===== config.mk =====
export PLATFORM = sky130hd
export DESIGN_NAME = serial_adder_ctrl_flat
export DESIGN_NICKNAME = d
export VERILOG_FILES = /design/src/rtl/serial_adder_pkg.sv /design/src/rtl/serial_adder_ctrl_if.sv /design/src/rtl/serial_adder_ctrl_fa_bit.sv /design/src/rtl/serial_adder_ctrl.sv /design/src/flat_wrapper.sv
export SDC_FILE = /design/constraint.sdc
export NUM_CORES = 1
export LEC_CHECK = 0
export BUFFER_PORTS_ARGS = -buffer_cell sky130_fd_sc_hd__buf_2
export CAP_MARGIN = 0
export CORE_MARGIN = 1
export CORE_UTILIZATION = 50
export CTS_CLUSTER_DIAMETER = 50
export DETAILED_ROUTE_END_ITERATION = 7
export GPL_TIMING_DRIVEN = 0
export PLACE_DENSITY = 0.76
export SYNTH_ARGS = -nofsm -noshare
export SYNTH_HDL_FRONTEND = slang
export SYNTH_SLANG_ARGS = --single-unit

===== constraint.sdc =====
create_clock -name clk -period 4 [get_ports clk]
set_clock_uncertainty 0.05 [all_clocks]
set_input_delay 0.2 -clock clk [delete_from_list [all_inputs] [get_ports clk]]
set_output_delay 0.2 -clock clk [all_outputs]
set_load 0.02 [all_outputs]

===== src/rtl/serial_adder_pkg.sv =====
// ---------------------------------------------------------------------------
// serial_adder_pkg
//
// Purpose : Definitions shared by the bit-serial add/subtract controller:
//           the FSM state encoding, the legal operand width range and a
//           helper that sizes the bit counter.
//
// Contents: state_t    IDLE / RUN / DONE encoding
//           WIDTH_MIN  smallest supported operand width
//           WIDTH_MAX  largest supported operand width
//           cnt_width  bit-counter width for a given operand width
// ---------------------------------------------------------------------------
package serial_adder_pkg;

    typedef enum logic [1:0] {
        ST_IDLE = 2'd0,
        ST_RUN  = 2'd1,
        ST_DONE = 2'd2
    } state_t;

    localparam int WIDTH_MIN = 2;
    localparam int WIDTH_MAX = 32;

    // The counter only has to reach WIDTH-1, so $clog2(WIDTH) bits are
    // enough.  The guard keeps the width at least 1 for degenerate values.
    function automatic int cnt_width(input int width);
        return (width > 1) ? $clog2(width) : 1;
    endfunction

endpackage : serial_adder_pkg


===== src/rtl/serial_adder_ctrl_if.sv =====
// ---------------------------------------------------------------------------
// serial_adder_ctrl_if
//
// Purpose : Request/result bundle between a requesting controller and the
//           bit-serial adder.  clk and rst are not part of the bundle.
//
// Signals : start  request pulse, sampled only while the adder is idle
//           sub    0 = a + b + cin, 1 = a - b
//           a, b   WIDTH-bit operands, captured when a request is accepted
//           cin    carry-in for add, captured when a request is accepted
//           busy   operation in progress (through the done cycle)
//           done   one-cycle completion pulse
//           sum    result, held until the next completion
//           cout   final carry (for subtract, 1 = no borrow)
//           ovf    signed overflow
//
// Modports: master - requesting controller
//           slave  - serial_adder_ctrl
// ---------------------------------------------------------------------------
interface serial_adder_ctrl_if #(
    parameter int WIDTH = 8
);

    logic             start;
    logic             sub;
    logic [WIDTH-1:0] a;
    logic [WIDTH-1:0] b;
    logic             cin;
    logic             busy;
    logic             done;
    logic [WIDTH-1:0] sum;
    logic             cout;
    logic             ovf;

    modport master (
        output start,
        output sub,
        output a,
        output b,
        output cin,
        input  busy,
        input  done,
        input  sum,
        input  cout,
        input  ovf
    );

    modport slave (
        input  start,
        input  sub,
        input  a,
        input  b,
        input  cin,
        output busy,
        output done,
        output sum,
        output cout,
        output ovf
    );

endinterface : serial_adder_ctrl_if


===== src/rtl/serial_adder_ctrl_fa_bit.sv =====
// ---------------------------------------------------------------------------
// fa_bit
//
// Purpose : Purely combinational 1-bit full adder built the way the team's
//           cell library does it: a 3-to-8 decoder on {a, b, ci} whose
//           one-hot minterm lines are OR-reduced into sum and carry.
//
// Ports   : a   input  addend bit
//           b   input  addend bit
//           ci  input  carry in
//           s   output sum bit   = minterms 1, 2, 4, 7
//           co  output carry out = minterms 3, 5, 6, 7
// ---------------------------------------------------------------------------
module fa_bit (
    input  logic a,
    input  logic b,
    input  logic ci,
    output logic s,
    output logic co
);

    // Minterm index is {a, b, ci}; bit k of each mask selects minterm k.
    localparam logic [7:0] SUM_MINTERMS   = 8'b1001_0110;
    localparam logic [7:0] CARRY_MINTERMS = 8'b1110_1000;

    logic [2:0] sel;
    logic [7:0] minterm;

    assign sel = {a, b, ci};

    // 3-to-8 decoder: exactly one line high.
    always_comb begin
        minterm = 8'b0;
        for (int k = 0; k < 8; k++) begin
            minterm[k] = (sel == 3'(k));
        end
    end

    assign s  = |(minterm & SUM_MINTERMS);
    assign co = |(minterm & CARRY_MINTERMS);

endmodule : fa_bit


===== src/rtl/serial_adder_ctrl.sv =====
// ---------------------------------------------------------------------------
// serial_adder_ctrl
//
// Purpose : Bit-serial add/subtract controller wrapped around a single
//           fa_bit cell.  A WIDTH-bit operation is processed one bit per
//           cycle, LSB first, with the carry held in a register between
//           cycles.  Latency is traded for area: one operation takes
//           WIDTH + 2 cycles from accept to the first cycle back in IDLE.
//
// Ports   : clk  input  single clock, rising edge
//           rst  input  asynchronous, active-high reset
//           bus  slave modport of serial_adder_ctrl_if
//                (start, sub, a, b, cin in; busy, done, sum, cout, ovf out)
//
// Timing  : accept on edge 0 (IDLE & start), RUN on edges 1..WIDTH,
//           results and done registered on edge WIDTH+1, so done is high
//           in the cycle after edge WIDTH+1.  That cycle is already IDLE
//           internally, so a start presented then is accepted on edge
//           WIDTH+2.
// ---------------------------------------------------------------------------
module serial_adder_ctrl
    import serial_adder_pkg::*;
#(
    parameter int WIDTH = 8
) (
    input  logic               clk,
    input  logic               rst,
    serial_adder_ctrl_if.slave bus
);

    localparam int            CW       = cnt_width(WIDTH);
    localparam logic [CW-1:0] LAST_BIT = CW'(WIDTH - 1);

    if (WIDTH < WIDTH_MIN || WIDTH > WIDTH_MAX) begin : g_bad_width
        $error("serial_adder_ctrl: WIDTH out of supported range");
    end

    // FSM and datapath state
    state_t           st_q;
    logic [CW-1:0]    cnt_q;
    logic [WIDTH-1:0] a_sh_q;
    logic [WIDTH-1:0] b_sh_q;
    logic [WIDTH-1:0] ps_q;
    logic             carry_q;
    logic             msb_ci_q;

    // Registered outputs
    logic [WIDTH-1:0] sum_q;
    logic             cout_q;
    logic             ovf_q;
    logic             busy_q;
    logic             done_q;

    // Cell outputs for the current bit
    logic             fa_s;
    logic             fa_co;

    // Operand B as loaded on accept: subtract is A + ~B + 1.
    logic [WIDTH-1:0] b_load_d;
    logic             carry_load_d;

    assign b_load_d     = bus.sub ? ~bus.b : bus.b;
    assign carry_load_d = bus.sub ? 1'b1   : bus.cin;

    fa_bit u_fa (
        .a  (a_sh_q[0]),
        .b  (b_sh_q[0]),
        .ci (carry_q),
        .s  (fa_s),
        .co (fa_co)
    );

    always_ff @(posedge clk or posedge rst) begin
        if (rst) begin
            st_q     <= ST_IDLE;
            cnt_q    <= '0;
            a_sh_q   <= '0;
            b_sh_q   <= '0;
            ps_q     <= '0;
            carry_q  <= 1'b0;
            msb_ci_q <= 1'b0;
            sum_q    <= '0;
            cout_q   <= 1'b0;
            ovf_q    <= 1'b0;
            busy_q   <= 1'b0;
            done_q   <= 1'b0;
        end else begin
            done_q <= 1'b0;

            case (st_q)
                ST_IDLE: begin
                    // busy drops here together with done unless a new
                    // request is accepted on this same edge.
                    busy_q <= bus.start;
                    if (bus.start) begin
                        a_sh_q  <= bus.a;
                        b_sh_q  <= b_load_d;
                        carry_q <= carry_load_d;
                        cnt_q   <= '0;
                        ps_q    <= '0;
                        st_q    <= ST_RUN;
                    end
                end

                ST_RUN: begin
                    // Sum bits enter at the MSB and walk down, so after
                    // WIDTH shifts bit 0 has arrived at position 0.
                    ps_q    <= {fa_s, ps_q[WIDTH-1:1]};
                    carry_q <= fa_co;
                    a_sh_q  <= a_sh_q >> 1;
                    b_sh_q  <= b_sh_q >> 1;
                    if (cnt_q == LAST_BIT) begin
                        // carry_q here is the carry into the MSB.
                        msb_ci_q <= carry_q;
                        st_q     <= ST_DONE;
                    end else begin
                        cnt_q <= cnt_q + CW'(1);
                    end
                end

                ST_DONE: begin
                    sum_q  <= ps_q;
                    cout_q <= carry_q;
                    ovf_q  <= msb_ci_q ^ carry_q;
                    done_q <= 1'b1;
                    st_q   <= ST_IDLE;
                end

                default: begin
                    st_q <= ST_IDLE;
                end
            endcase
        end
    end

    assign bus.busy = busy_q;
    assign bus.done = done_q;
    assign bus.sum  = sum_q;
    assign bus.cout = cout_q;
    assign bus.ovf  = ovf_q;

endmodule : serial_adder_ctrl


===== src/flat_wrapper.sv =====
// flat-port wrapper written by rule: the top's interface ports become plain ports
module serial_adder_ctrl_flat import serial_adder_pkg::*;
#(
    parameter int WIDTH = 8
)
  (clk, rst, bus_start, bus_sub, bus_a, bus_b, bus_cin, bus_busy, bus_done, bus_sum, bus_cout, bus_ovf);
  serial_adder_ctrl_if #(.WIDTH(WIDTH)) bus_i ();
  input  logic clk;
  input  logic rst;
  input wire logic [$bits(bus_i.start)-1:0] bus_start;
  input wire logic [$bits(bus_i.sub)-1:0] bus_sub;
  input wire logic [$bits(bus_i.a)-1:0] bus_a;
  input wire logic [$bits(bus_i.b)-1:0] bus_b;
  input wire logic [$bits(bus_i.cin)-1:0] bus_cin;
  output wire logic [$bits(bus_i.busy)-1:0] bus_busy;
  output wire logic [$bits(bus_i.done)-1:0] bus_done;
  output wire logic [$bits(bus_i.sum)-1:0] bus_sum;
  output wire logic [$bits(bus_i.cout)-1:0] bus_cout;
  output wire logic [$bits(bus_i.ovf)-1:0] bus_ovf;
  assign bus_i.start = bus_start;
  assign bus_i.sub = bus_sub;
  assign bus_i.a = bus_a;
  assign bus_i.b = bus_b;
  assign bus_i.cin = bus_cin;
  assign bus_busy = bus_i.busy;
  assign bus_done = bus_i.done;
  assign bus_sum = bus_i.sum;
  assign bus_cout = bus_i.cout;
  assign bus_ovf = bus_i.ovf;
  serial_adder_ctrl #(.WIDTH(WIDTH)) u_core (.clk(clk), .rst(rst), .bus(bus_i));
endmodule

; ---- Word level (Yosys, flattened, before mapping)
; Index checks and enable logic that the tools add are counted.
[classes]
addsub = 1
n_eq_ne = 13
muxes = 17
bitwise = 2
n_reduce_logical = 8
[ops]
columns = op, count
row1 = $pmux 8 s2, 3
row2 = $mux 8, 4
row3 = $eq 3x3->1 const B, 5
row4 = $not 8->8, 1
row5 = $reduce_or 4->1, 2
row6 = $eq 3x2->1 const B, 2
row7 = $mux 3, 2
row8 = $pmux 3 s2, 1
row9 = $reduce_and 2->1, 3
row10 = $mux 2, 2
row11 = $ne 2x2->1 const B, 2
row12 = $pmux 2 s2, 1
row13 = $add 3x1->3 const B, 1
row14 = $eq 3x1->1 const B, 1
row15 = $mux 1, 3
row16 = $reduce_and 3->1, 1
row17 = $eq 2x1->1 const B, 1
row18 = $eq 2x2->1 const B, 1
row19 = $logic_not 2->1, 1
row20 = $ne 2x1->1 const B, 1
row21 = $pmux 1 s2, 1
row22 = $reduce_bool 2->1, 1
row23 = $xor 1x1->1, 1
[totals]
register_bits = 43
output_inout_bits = 12

; ---- Depth between registers and ports, before layout
; Gate-level depths: netlist of run 1.
[logic_depth]
word_depth = 4
ltp_mapped = 5

; ---- Hierarchy
; A second synthesis of run 1 with hierarchy kept.
[unflattened]
hier_cells = 170
area_unflattened_um2 = 1868.0
[modules_own_cells]
columns = module, n_inst, cells_each, area_per_inst_um2
row1 = serial_adder_ctrl, 1, 169, 1848.0
row2 = fa_bit, 1, 1, 20.0

; ---- Worst setup path before layout of run 1
; No wires, ideal clock.
[synth_path]
kind = flip-flop to flip-flop
start = register u_core.cnt_q[0]
end = register u_core.cnt_q[0]
t_arrival_ps = 1433
required_time_ps = 3825
slack_ps = 2392
path_stages_with_launch = 6
path_buffers = 0
synth_period_minus_slack_ps = 1608
path_cell_list = dfrtp_1 ha_1 ha_1 nor3b_1 nor2_1 mux2_2
[synth_between]
elab_chain_cells = 3
elab_cells_between_ends = 6
cone_classes = add/sub (1) / eq/ne (2) / mux (2) / reduce/logical (1)
[synth_rtl]
columns = item, line
row1 = "start, declared", serial_adder_ctrl.sv:40  ; logic [CW-1:0] cnt_q;
row2 = "start signal, assigned", serial_adder_ctrl.sv:117  ; cnt_q <= cnt_q + CW'(1);
row3 = $add 3x1->3 or $eq 3x3->1 (tied branches), "serial_adder_ctrl.sv:117, serial_adder_ctrl.sv:112"
row4 = $mux 3 or $ne 2x2->1 (tied branches), n/a
row5 = $pmux 3 s2 or $reduce_and 3->1 (tied branches), n/a
; Several ways; a longest one is shown, not always the timed one. The select of a mux whose other input is x is not followed.
; A chain may end at the register's enable or synchronous reset.

; ---- Worst setup path after layout of run 1
; Ends and elaborated chain as after synthesis.

==> metrics.md, run 1 <==
| Metric | Value |
|---|---|
| Status | completed |
| Netlist cell types | 25 |
| Peak VDD IR | 0.329 mV |
| Synthesized cell area | 1860 um^2 |
| TritonCTS clock tree | built |
| Vias | 1340 |
| Post-DP HPWL | 2460 um |
| # port buffers | 31 |
| ANT cells | 0 |
| Clock Tree Root | clkbuf_8 |
| Initial core utilization | 54.0% |
| Least-Margin Pin Slew | 0.856 ns |
| Clk network pwr share | 18.2% |
| Die area | 3970 um^2 |
| FP Rows | 21 |
| Post-CTS Setup Repair Bufs | 0 |
| Final wirelength | 3440 um |
| CTS resizes | 0 |
| Async S/R FF share, synth | 100% |
| Deepest clock path buffer count | 2 |
| Total GRT Usage | 20.0% |
| Largest net degree at the start of global routing | 44 |
| Area delta synth->final | 17.0% |
| Antenna violations before repair | 0 |
| Max H-tree Level | 2 |
| Top FF cell, synth | dfrtp_1 |
| Sw power | 609 uW |
| Syn nets | 195 |
| Reg power frac | 44.4% |
| Finished Layout Cells | 256 |
| Num CTS Buffers | 5 |
| Share of layout cells above drive strength 1 | 30.0% |
| FF-to-FF setup slack | 2.23 ns |
| Crit Path Max Fanout | 4 |
| Slew HR | 42.9% |
| Pint | 1050 uW |
| CP Cell Sequence | ha_1 -> ha_1 -> nor3b_1 -> nor2_1 -> mux2_2 |
| Io pins | 33 |
| Sequential share of the synthesized area | 57.9% |
| Post-Place Cells | 248 |
| Worst-path clk slew | 0.08 ns |
| Sw Share | 36.8% |
| Power Density | 761 nW/um^2 |
| Fin. max-slew vios | 0 |
| Vias in the first global route | 1376 |
| WL per Instance | 13.4 um |
| Core area | 3440 um^2 |
| GPL Wtd Cong | 0.760 |
| Post-synth EDFFs | 0 |
| Flops & latches, synth | 43 |
| Detail Route Antenna Nets | 0 |
| Fmax | 0.566 GHz |
| R2r startpoint | u_core.cnt_q[0]$_DFFE_PP0P_ |
| Slowest stage delay, CP | 0.39 ns |
| Worst path most repeated cell | ha_1 |
| Cells after Synth | 171 |
| Yosys warns | 0 |
| Pleak | 0.00111 uW |
| Mean Syn Cell Area | 10.9 um^2 |
| Fin Setup TNS | 0 ns |
| Nets | 233 |
| Sink Count | 43 |
| Worst setup margin | 2.23 ns |
| DRT iter0 DRCs | 49 |
| Pre-CTS setup slack | 2.23 ns |
| CP Class | flop to flop |
| Period minus WS final | 1.77 ns |
| RR Endpoint | u_core.cnt_q[0]$_DFFE_PP0P_ |
| R2R cell count | 5 |
| Clk_lat worst skew | 0.29 ns |
| Drt drc | 0 |
| Die height | 63.0 um |
| Worst Setup Start Kind | flop |
| Hold Fails Final Rpt | 0 |
| RSZ-0062 raised after global routing | false |
| Max stage delay cell, worst path | dfrtp_1 |
| Initial DRT Pass Iterations | 4 |
| Final period util | 44.1% |
| Via density | 5.23 |
| Grt ovf | 0 |
| Total of max-cap violations | 0 |
| First-pass GRT wire length | 6110 um |
| Critical Path AT | 1.89 ns |
| Comb power frac | 37.4% |
| Worst Setup End Kind | flop |
| Die width | 63.0 um |
| CP required | 4.13 ns |
| Post-CTS Hold Buffers | 0 |
| # setup viols final | 0 |
| Worst hold path class | input pin to asynchronous set/reset pin |
| Fin util | 63.2% |
## area by class of cell
type,instances,area (um^2)
clock inverter,1,7.51
sequential,43,1080
buffer,11,61.3
clock buffer,7,96.3
inverter,6,22.5
tap,46,57.6
multi-input combinational,111,699
timing repair buffer,31,155
fill,315,1270
## cells in the mapped netlist (all sizes together) (5+ instances only)
cell / instances / area (um^2)
a221o: 7 / 70.1
buf: 11 / 61.3
dfrtp: 43 / 1080
inv: 6 / 22.5
mux2: 10 / 113
nand2: 33 / 124
nand3: 22 / 110
nor2: 9 / 36.3
o21ai: 5 / 25.0
xnor2: 9 / 78.8
## metal layers
layer | global-route usage (%) | wire, um
met1 | 23.9 | 1490
met2 | 33.5 | 1730
met3 | 5.29 | 149
met4 | 9.01 | 70
met5 | 0 | 0
## sequential cells by signal, summed over array words and instances (netlist names)
signal           flops
u_core.b_sh_q        8
u_core.bus.sum       8
u_core.bus.cout      1
u_core.a_sh_q        8
u_core.msb_ci_q      1
u_core.bus.done      1
u_core.cnt_q         3
u_core.bus.busy      1
u_core.bus.ovf       1
u_core.ps_q          8
u_core.st_q          2
u_core.carry_q       1
## worst max path at each step
stage / end / slack (ns) / depth (start not counted) / startpoint
after global placement: u_core.a_sh_q[6]$_DFFE_PP0P_ / 2.30 / 2 / rst
after detailed placement: u_core.cnt_q[0]$_DFFE_PP0P_ / 2.23 / 5 / u_core.cnt_q[0]$_DFFE_PP0P_
after floorplan: u_core.cnt_q[0]$_DFFE_PP0P_ / 2.39 / 5 / u_core.cnt_q[0]$_DFFE_PP0P_
after global routing: u_core.cnt_q[0]$_DFFE_PP0P_ / 2.08 / 5 / u_core.cnt_q[0]$_DFFE_PP0P_
final: u_core.cnt_q[0]$_DFFE_PP0P_ / 2.23 / 5 / u_core.cnt_q[0]$_DFFE_PP0P_
after CTS: u_core.cnt_q[0]$_DFFE_PP0P_ / 2.23 / 5 / u_core.cnt_q[0]$_DFFE_PP0P_
## stage by stage
step	instance area [um^2]	total power, uW	hold slack [ns]
floorplan	1860	1190	0.255
global placement	2070	1320	0.351
detailed placement	2070	1370	0.360
CTS	2180	1670	0.0530
global route	2180	1790	0.0621
finish	2180	1660	0.0268
## kinds of logic (layout without fill, tap and decap cells)
logic type | after synthesis | in the layout | synth area share [%]
AO/OA/AOI/OAI | 16 | 16 | 6.93
XOR/XNOR | 9 | 9 | 4.24
adder cells (fa/ha/maj) | 3 | 3 | 2.42
buffers and inverters | 17 | 56 | 4.51
flip-flops | 43 | 43 | 57.9
multiplexers | 10 | 10 | 6.06
AND/OR/NAND/NOR | 73 | 73 | 18.0
## power by group through the flow
stage / Combinational, uW / Clock (uW) / Sequential (uW)
2_1_floorplan: 418 / 0 / 768
3_3_place_gp: 594 / 0 / 730
3_5_place_dp: 627 / 0 / 742
4_1_cts: 631 / 308 / 735
5_1_grt: 703 / 326 / 761
6_report: 619 / 302 / 735
## critical path, delay by kind of cell, from the launching register on
family / cells / cell delay, ns
mux: 1 / 0.29
flops: 1 / 0.39
fa+ha+maj: 2 / 0.38
simple gates: 2 / 0.53
## cells in the final DEF (no fill, tap or decap)
cell / n
dfrtp_1: 43
buf_2: 41
nand2_1: 33
nand3_1: 22
mux2_2: 10
xnor2_1: 9
nor2_1: 8
a221o_1: 7
clkbuf_8: 7
inv_1: 5
o21ai_0: 3
nand2b_1: 2
nor3b_1: 2
o21ai_1: 2
a22o_1: 2
ha_1: 2
or3b_1: 1
nor2b_1: 1
buf_6: 1
nor2_2: 1
and2_1: 1
inv_2: 1
nor3_2: 1
nor3_1: 1
a211oi_1: 1
o311ai_0: 1
fa_1: 1
clkinvlp_4: 1
Power figures use the tool's default switching activity.
==> inputs of run 2 (changes only) <==
--- a/config.mk
+++ b/config.mk
@@ -5,6 +5,7 @@
 export SDC_FILE = /design/constraint.sdc
 export NUM_CORES = 1
 export LEC_CHECK = 0
+export ABC_AREA = 1
 export BUFFER_PORTS_ARGS = -buffer_cell sky130_fd_sc_hd__buf_2
 export CAP_MARGIN = 0
 export CORE_MARGIN = 1
@@ -12,7 +13,7 @@
 export CTS_CLUSTER_DIAMETER = 50
 export DETAILED_ROUTE_END_ITERATION = 7
 export GPL_TIMING_DRIVEN = 0
-export PLACE_DENSITY = 0.76
+export PLACE_DENSITY = 0.75
 export SYNTH_ARGS = -nofsm -noshare
 export SYNTH_HDL_FRONTEND = slang
 export SYNTH_SLANG_ARGS = --single-unit
==> constraint.sdc (replaced) <==
create_clock -name clk -period 1.7 [get_ports clk]
set_clock_uncertainty 0.05 [all_clocks]
set_input_delay 0.085 -clock clk [delete_from_list [all_inputs] [get_ports clk]]
set_output_delay 0.085 -clock clk [all_outputs]
set_load 0.02 [all_outputs]
==> metrics.md, run 2 <==
| Metric | Value |
|---|---|
| ANT cells | 0 (unchanged) |
| RSZ-0062 raised after global routing | false |
| Critical Path AT | 1.50 ns (-0.39 ns) |
| Post-CTS Hold Buffers | 3 (+3) |
| Sequential share of the synthesized area | 53.5% (-4.3 points) |
| Worst Setup Start Kind | flop |
| Clock Tree Root | clkbuf_8 |
| Cells after Synth | 251 (+47%) |
| Vias in the first global route | 1568 (+14%) |
| Pleak | 0.00133 uW (+20%) |
| Io pins | 33 (unchanged) |
| Sink Count | 43 (unchanged) |
| Hold Slack | 0.0118 ns (-0.0150 ns) |
| First-pass GRT wire length | 6590 um (+7.9%) |
| Slew HR | 42.6% (-0.30 points) |
| Worst hold path class | input pin to flop |
| Die area | 4280 um^2 (+7.8%) |
| CP required | 1.84 ns (-2.29 ns) |
| Num CTS Buffers | 5 (unchanged) |
| Syn nets | 275 (+41%) |
| Total of max-cap violations | 0 (unchanged) |
| Antenna violations before repair | 0 (unchanged) |
| Flops & latches, synth | 43 (unchanged) |
| CTS resizes | 0 (unchanged) |
| Fillers | 368 (+17%) |
| Largest area contributor in the netlist | dfrtp_1 |
| Async S/R FF share, synth | 100% (unchanged) |
| Synthesized cell area | 2010 um^2 (+8.1%) |
| Status | completed |
| Crit Path Max Fanout | 10 (+6) |
| Slowest stage delay, CP | 0.42 ns (+0.03 ns) |
| Max stage delay cell, worst path | dfrtp_1 |
| Final period util | 80.3% (+36 points) |
| Hold Fails Final Rpt | 0 (unchanged) |
| Initial DRT Pass Iterations | 4 (unchanged) |
| # port buffers | 31 (unchanged) |
| Final wirelength | 3700 um (+7.7%) |
| Core area | 3740 um^2 (+8.8%) |
| Most frequent cells after synthesis | nand2_1 (124), dfrtp_1 (43), inv_1 (26), nand3_1 (20), o21ai_0 (17) |
| Die width | 65.4 um (+3.8%) |
| FP Rows | 22 (+4.8%) |
| Count leader, synth | nand2_1 |
| Total GRT Usage | 20.6% (+0.63 points) |
| Area delta synth->final | 19.0% |
| Power Density | 1740 nW/um^2 (+130%) |
| Least-Margin Pin Slew | 0.860 ns (+0.00457 ns) |
| Ranking of synthesized cells by area | dfrtp_1 (54%), nand2_1 (23%), nand3_1 (5.0%), inv_1 (4.9%), o21ai_0 (4.2%) |
| Nets | 316 (+36%) |
| Netlist cell types | 16 (-36%) |
| DRT iter0 DRCs | 107 (+120%) |
| Post-CTS Setup Repair Bufs | 0 (unchanged) |
| Via density | 4.76 (-9.1%) |
| Deepest clock path buffer count | 2 (unchanged) |
| Fmax | 0.732 GHz (+29%) |
| Most frequent cells in the layout | nand2_1 (124), dfrtp_1 (43), buf_2 (33) |
| Finished Layout Cells | 341 (+33%) |
| Period minus WS final | 1.37 ns (-0.401 ns) |
| Largest net degree at the start of global routing | 44 (unchanged) |
| Post-route cell area | 2390 um^2 (+9.9%) |
| GPL Wtd Cong | 0.732 (-3.6%) |
| Delay-heaviest family, CP | flip-flops |
| Max H-tree Level | 2 (unchanged) |
| Worst path most repeated cell | nand2_1 |
| WL per Instance | 10.9 um (-19%) |
| Top FF cell, synth | dfrtp_1 |
| Worst Setup End Kind | flop |
| Fin util | 63.9% (+0.66 points) |
| Post-DP HPWL | 2520 um (+2.3%) |
| Detail Route Antenna Nets | 0 (unchanged) |
| Placed standard-cell area | 2220 um^2 (+7.4%) |
| Synth top area share | 53.5% (-4.3 points) |
| Yosys warns | 0 (unchanged) |
| Worst-path clk slew | 0.08 ns (about the same) |
| CP Cell Sequence | inv_2 -> nand2_1 -> buf_4 -> nand2_1 -> nand2_1 -> nand2_1 -> nand2_1 |
| Die height | 65.4 um (+3.8%) |
| Clk_lat worst skew | 0.30 ns (about the same) |
| CP bufs+invs | 2 (+2) |
| Fin. max-slew vios | 0 (unchanged) |
| Initial core utilization | 53.7% (-0.34 points) |
| Drt drc | 0 (unchanged) |
| Post-synth EDFFs | 0 (unchanged) |
| Commonest non-fill, non-tap cell in the layout | nand2_1 |
| Share of layout cells above drive strength 1 | 19.1% (-11 points) |
| Mean Syn Cell Area | 8.01 um^2 (-26%) |
| Vias | 1623 (+21%) |
| CP Class | flop to flop |
| Post-Place Cells | 330 (+33%) |
| TritonCTS clock tree | built |
| Peak VDD IR | 0.787 mV (+140%) |
| Fin Setup TNS | 0 ns (unchanged) |
| # setup viols final | 0 (unchanged) |
| Grt ovf | 0 (unchanged) |
-- run 2: cell count changes after synthesis, moves of 3 or more --
cell	before	now
nor2_1	8	1
buf_4	0	4
nand2_1	33	124
mux2_2	10	0
inv_1	6	26
xnor2_1	9	0
nor2_4	0	3
inv_2	0	4
buf_2	10	2
o21ai_0	3	17
a221o_1	7	0
-- run 2: worst paths after layout --
| kind | startpoint | slack, ns | depth (start not counted) | endpoint |
|---|---|---|---|---|
| max in group asynchronous | rst | 0.60 | 3 | u_core.b_sh_q[4]$_DFFE_PP0P_ |
| setup / recovery | u_core.st_q[1]$_DFFE_PP0P_ | 0.33 | 7 | u_core.a_sh_q[1]$_DFFE_PP0P_ |
| min in group asynchronous | rst | 0.46 | 3 | u_core.bus.done$_DFF_PP0_ |
| hold / removal | bus_a[2] | 0.01 | 5 | u_core.a_sh_q[2]$_DFFE_PP0P_ |
| hold reg to reg | u_core.bus.busy$_DFFE_PP0N_ | 0.43 | 2 | u_core.bus.busy$_DFFE_PP0N_ |
| setup reg to reg | u_core.st_q[1]$_DFFE_PP0P_ | 0.33 | 7 | u_core.a_sh_q[1]$_DFFE_PP0P_ |
-- run 2: logic make-up (layout without fill, tap and decap cells) --
| kind of cell | after synthesis | count (layout) | synth area share, % |
|---|---|---|---|
| and+or+nand+nor | 149 | 149 | 30.6 |
| DFF | 43 | 43 | 53.5 |
| buffers and inverters | 37 | 79 | 8.16 |
| AOI/OAI and AO/OA | 18 | 18 | 5.04 |
| adders and majority gates | 3 | 3 | 2.24 |
| xor gates and xnor gates | 1 | 1 | 0.436 |
-- run 2: through the flow --
stage	setup WS (ns)	power, uW
after floorplan	0.514	2830
after global routing	0.196	4530
after detailed placement	0.342	3240
after global placement	0.0564	3200
after CTS	0.307	4210
final	0.335	4160
-- run 2: area by class of cell --
class                           instances  area [um^2]  share of cell area [%]
Inverter                               30          113                    4.71
Clock buffer                            5         68.8                    2.88
Timing Repair Buffer                   34          185                    7.74
Buffer                                  7         51.3                    2.15
Sequential cell                        43         1080                    45.0
Clock inverter                          3         67.6                    2.83
Tap cell                               48         60.1                    2.51
Multi-Input combinational cell        171          769                    32.2
-- run 2: per-layer routing --
| metal | wire (um) | GRT usage, % | up-vias |
|---|---|---|---|
| met5 | 0 | 0 | - |
| met4 | 22 | 6.52 | 0 |
| met3 | 151 | 5.73 | 2 |
| met2 | 1820 | 35.2 | 31 |
| met1 | 1710 | 25.2 | 749 |
| li1 | - | - | 841 |
-- run 2: tightest hold or removal path: stages --
cell and delay (ns):
buf_2 0.07, nand2_1 0.04, nand2_1 0.05, nand2_1 0.04
nand2_1 0.04
-- run 2: report_power, final --
part | internal, uW | switching, uW | total [uW]
combinational | 551 | 980 | 1530
clock | 586 | 357 | 942
sequential | 1450 | 233 | 1690
==> inputs of run 3 (changes only) <==
--- a/config.mk
+++ b/config.mk
@@ -5,7 +5,7 @@
 export SDC_FILE = /design/constraint.sdc
 export NUM_CORES = 1
 export LEC_CHECK = 0
-export ABC_AREA = 1
+export ABC_AREA = 0
 export BUFFER_PORTS_ARGS = -buffer_cell sky130_fd_sc_hd__buf_2
 export CAP_MARGIN = 0
 export CORE_MARGIN = 1
@@ -13,7 +13,7 @@
 export CTS_CLUSTER_DIAMETER = 50
 export DETAILED_ROUTE_END_ITERATION = 7
 export GPL_TIMING_DRIVEN = 0
-export PLACE_DENSITY = 0.75
+export PLACE_DENSITY = 0.76
 export SYNTH_ARGS = -nofsm -noshare
 export SYNTH_HDL_FRONTEND = slang
 export SYNTH_SLANG_ARGS = --single-unit
==> constraint.sdc (replaced) <==
create_clock -name clk -period 1.4 [get_ports clk]
set_clock_uncertainty 0.05 [all_clocks]
set_input_delay 0.07 -clock clk [delete_from_list [all_inputs] [get_ports clk]]
set_output_delay 0.07 -clock clk [all_outputs]
set_load 0.02 [all_outputs]
==> metrics.md, run 3 (synthesized netlist as in run 1, its figures left out) <==
| Metric | Value |
|---|---|
| Fmax | 0.656 GHz (-10%) |
| WL per Instance | 15.4 um (+42%) |
| Antenna violations before repair | 0 (unchanged) |
| Share of layout cells above drive strength 1 | 39.4% (+20 points) |
| Fin util | 72.4% (+8.5 points) |
| Least-Margin Pin Slew | 0.858 ns (-0.00258 ns) |
| Slew HR | 42.7% (+0.17 points) |
| Worst Setup Start Kind | flop |
| ANT cells | 0 (unchanged) |
| Clock Tree Root | clkbuf_8 |
| Power Density | 2120 nW/um^2 (+22%) |
| TritonCTS clock tree | built |
| Fin Setup TNS | -1.54 ns (-1.54 ns) |
| Max stage delay cell, worst path | dfrtp_2 |
| Pint | 3310 uW (+28%) |
| Vias in the first global route | 1484 (-5.4%) |
| Peak VDD IR | 1.02 mV (+30%) |
| RSZ-0062 raised after global routing | true |
| Largest net degree at the start of global routing | 44 (unchanged) |
| Vias | 1490 (-8.2%) |
| Area delta synth->final | 34.0% |
| Initial core utilization | 54.0% (+0.34 points) |
| Clk_lat worst skew | 0.29 ns (about the same) |
| Status | finished with violations |
| Core area | 3440 um^2 (-8.1%) |
| Comb power frac | 45.8% (+9.0 points) |
| Io pins | 33 (unchanged) |
| Slowest stage delay, CP | 0.43 ns (about the same) |
| # setup viols final | 28 (+28) |
| Worst Setup End Kind | flop |
| Failing checks | setup timing |
| CP Class | flop to flop |
| Die height | 63.0 um (-3.7%) |
| Commonest non-fill, non-tap cell in the layout | dfrtp_1 |
| Sink Count | 43 (unchanged) |
| Pleak | 0.00126 uW (-5.2%) |
| Reg power frac | 40.6% (about the same) |
| # port buffers | 31 (unchanged) |
| Crit Path Max Fanout | 10 (unchanged) |
| Final period util | 109% (+29 points) |
| Nets | 256 (-19%) |
| CP required | 1.53 ns (-0.31 ns) |
| Total GRT Usage | 22.7% (+2.1 points) |
| Hold Fails Final Rpt | 0 (unchanged) |
| Fillers | 240 (-35%) |
| Sw Share | 37.5% (-0.25 points) |
| Most frequent cells in the layout | dfrtp_1 (41), buf_2 (34), nand2_1 (33) |
| GPL Wtd Cong | 0.779 (+6.3%) |
| Critical Path AT | 1.65 ns (+0.15 ns) |
| Detail Route Antenna Nets | 0 (unchanged) |
| CP Cell Sequence | or3b_1 -> buf_6 -> buf_4 -> nand3_1 -> nand2_1 |
| Deepest clock path buffer count | 2 (unchanged) |
| Grt ovf | 0 (unchanged) |
| Total of max-cap violations | 0 (unchanged) |
| Post-DP HPWL | 2540 um (+0.93%) |
| Period minus WS final | 1.52 ns (+0.159 ns) |
| Initial DRT Pass Iterations | 4 (unchanged) |
| Drt drc | 0 (unchanged) |
| First-pass GRT wire length | 6750 um (+2.4%) |
| Worst hold path class | input pin to flop |
| Fin. max-slew vios | 0 (unchanged) |
| Max H-tree Level | 2 (unchanged) |
| Clk network pwr share | 13.6% (-9.0 points) |
| Die area | 3970 um^2 (-7.2%) |
| Worst setup margin | -0.124 ns (-0.459 ns) |
| Die width | 63.0 um (-3.7%) |
| Via density | 5.38 (+13%) |
| Worst-path clk slew | 0.08 ns (about the same) |
| Num CTS Buffers | 5 (unchanged) |
| Overall Power | 5290 uW (+27%) |
| FP Rows | 21 (-4.5%) |
| DRT iter0 DRCs | 103 (-3.7%) |
| Sw power | 1980 uW (+26%) |
| Final wirelength | 4280 um (+16%) |
[run 3: changes by cell type in the layout (fill, tap and decap cells not counted), sizes merged, moves of 7 or more]
cell | previous run | this run
a221o | 0 | 7
buf | 38 | 55
inv | 30 | 6
mux2 | 0 | 10
nand2 | 125 | 33
o21ai | 18 | 5
xnor2 | 0 | 9
[run 3: critical path: cells and delay by family, from the launching register on]
| kind | cells | cell delay (ns) |
|---|---|---|
| simple gates | 3 | 0.60 |
| buf+inv | 2 | 0.33 |
| flops | 1 | 0.43 |
[run 3: layout make-up]
class	count	area, um^2	share of cell area, %
Multi-Input combinational cell	111	806	32.3
Inverter	6	22.5	0.904
Clock buffer	6	72.6	2.91
Buffer	11	86.3	3.47
Sequential cell	43	1080	43.3
Tap cell	46	57.6	2.31
Timing Repair Buffer	54	368	14.8
[run 3: power groups by stage]
| stage | Clock [uW] | Combinational [uW] | Sequential (uW) |
|---|---|---|---|
| 2_1_floorplan | 0 | 1250 | 2200 |
| 3_3_place_gp | 0 | 1760 | 2100 |
| 3_5_place_dp | 0 | 1870 | 2140 |
| 4_1_cts | 741 | 2140 | 2120 |
| 5_1_grt | 798 | 2660 | 2200 |
| 6_report | 719 | 2420 | 2150 |
[run 3: worst paths after layout]
kind | cells after the start | startpoint | to | slack (ns)
setup / recovery | 5 | u_core.st_q[1]$_DFFE_PP0P_ | u_core.a_sh_q[7]$_DFFE_PP0P_ | -0.12
hold / removal | 3 | bus_b[7] | u_core.b_sh_q[7]$_DFFE_PP0P_ | 0.02
setup reg to reg | 5 | u_core.st_q[1]$_DFFE_PP0P_ | u_core.a_sh_q[7]$_DFFE_PP0P_ | -0.12
hold reg to reg | 2 | u_core.bus.ovf$_DFFE_PP0P_ | u_core.bus.ovf$_DFFE_PP0P_ | 0.43
max in group asynchronous | 3 | rst | u_core.st_q[1]$_DFFE_PP0P_ | 0.27
min in group asynchronous | 3 | rst | u_core.bus.ovf$_DFFE_PP0P_ | 0.45
[run 3: per-stage QoR]
stage / area, um^2 / instances / setup slack (ns) / hold WS [ns]
after CTS: 2360 / 271 / -0.0794 / 0.00928
after global routing: 2490 / 277 / -0.158 / 0.0189
final: 2490 / 277 / -0.124 / 0.0197
after global placement: 2100 / 248 / -0.217 / 0.220
after floorplan: 1890 / 171 / -0.0531 / 0.125
after detailed placement: 2100 / 248 / -0.242 / 0.229
[run 3: metal layers]
metal  share of wire, %  global-route usage, %  wire length, um  up-vias
li1                   -                      -                -      690
met1                 39                   27.3             1670      726
met2                 53                   37.4             2260       61
met3                5.2                   6.02              224       13
met4                2.9                   11.3              122        0
met5                  0                      0                0        -
[run 3: timing repair]
item                                    CTS  global route
pin swaps                                10            10
cloned                                    0             1
hold buffers                              9             0
resized for setup                        13            16
hold endpoints to repair                 51             0
endpoints found under the setup margin   35            35
buffers inserted                          8             5
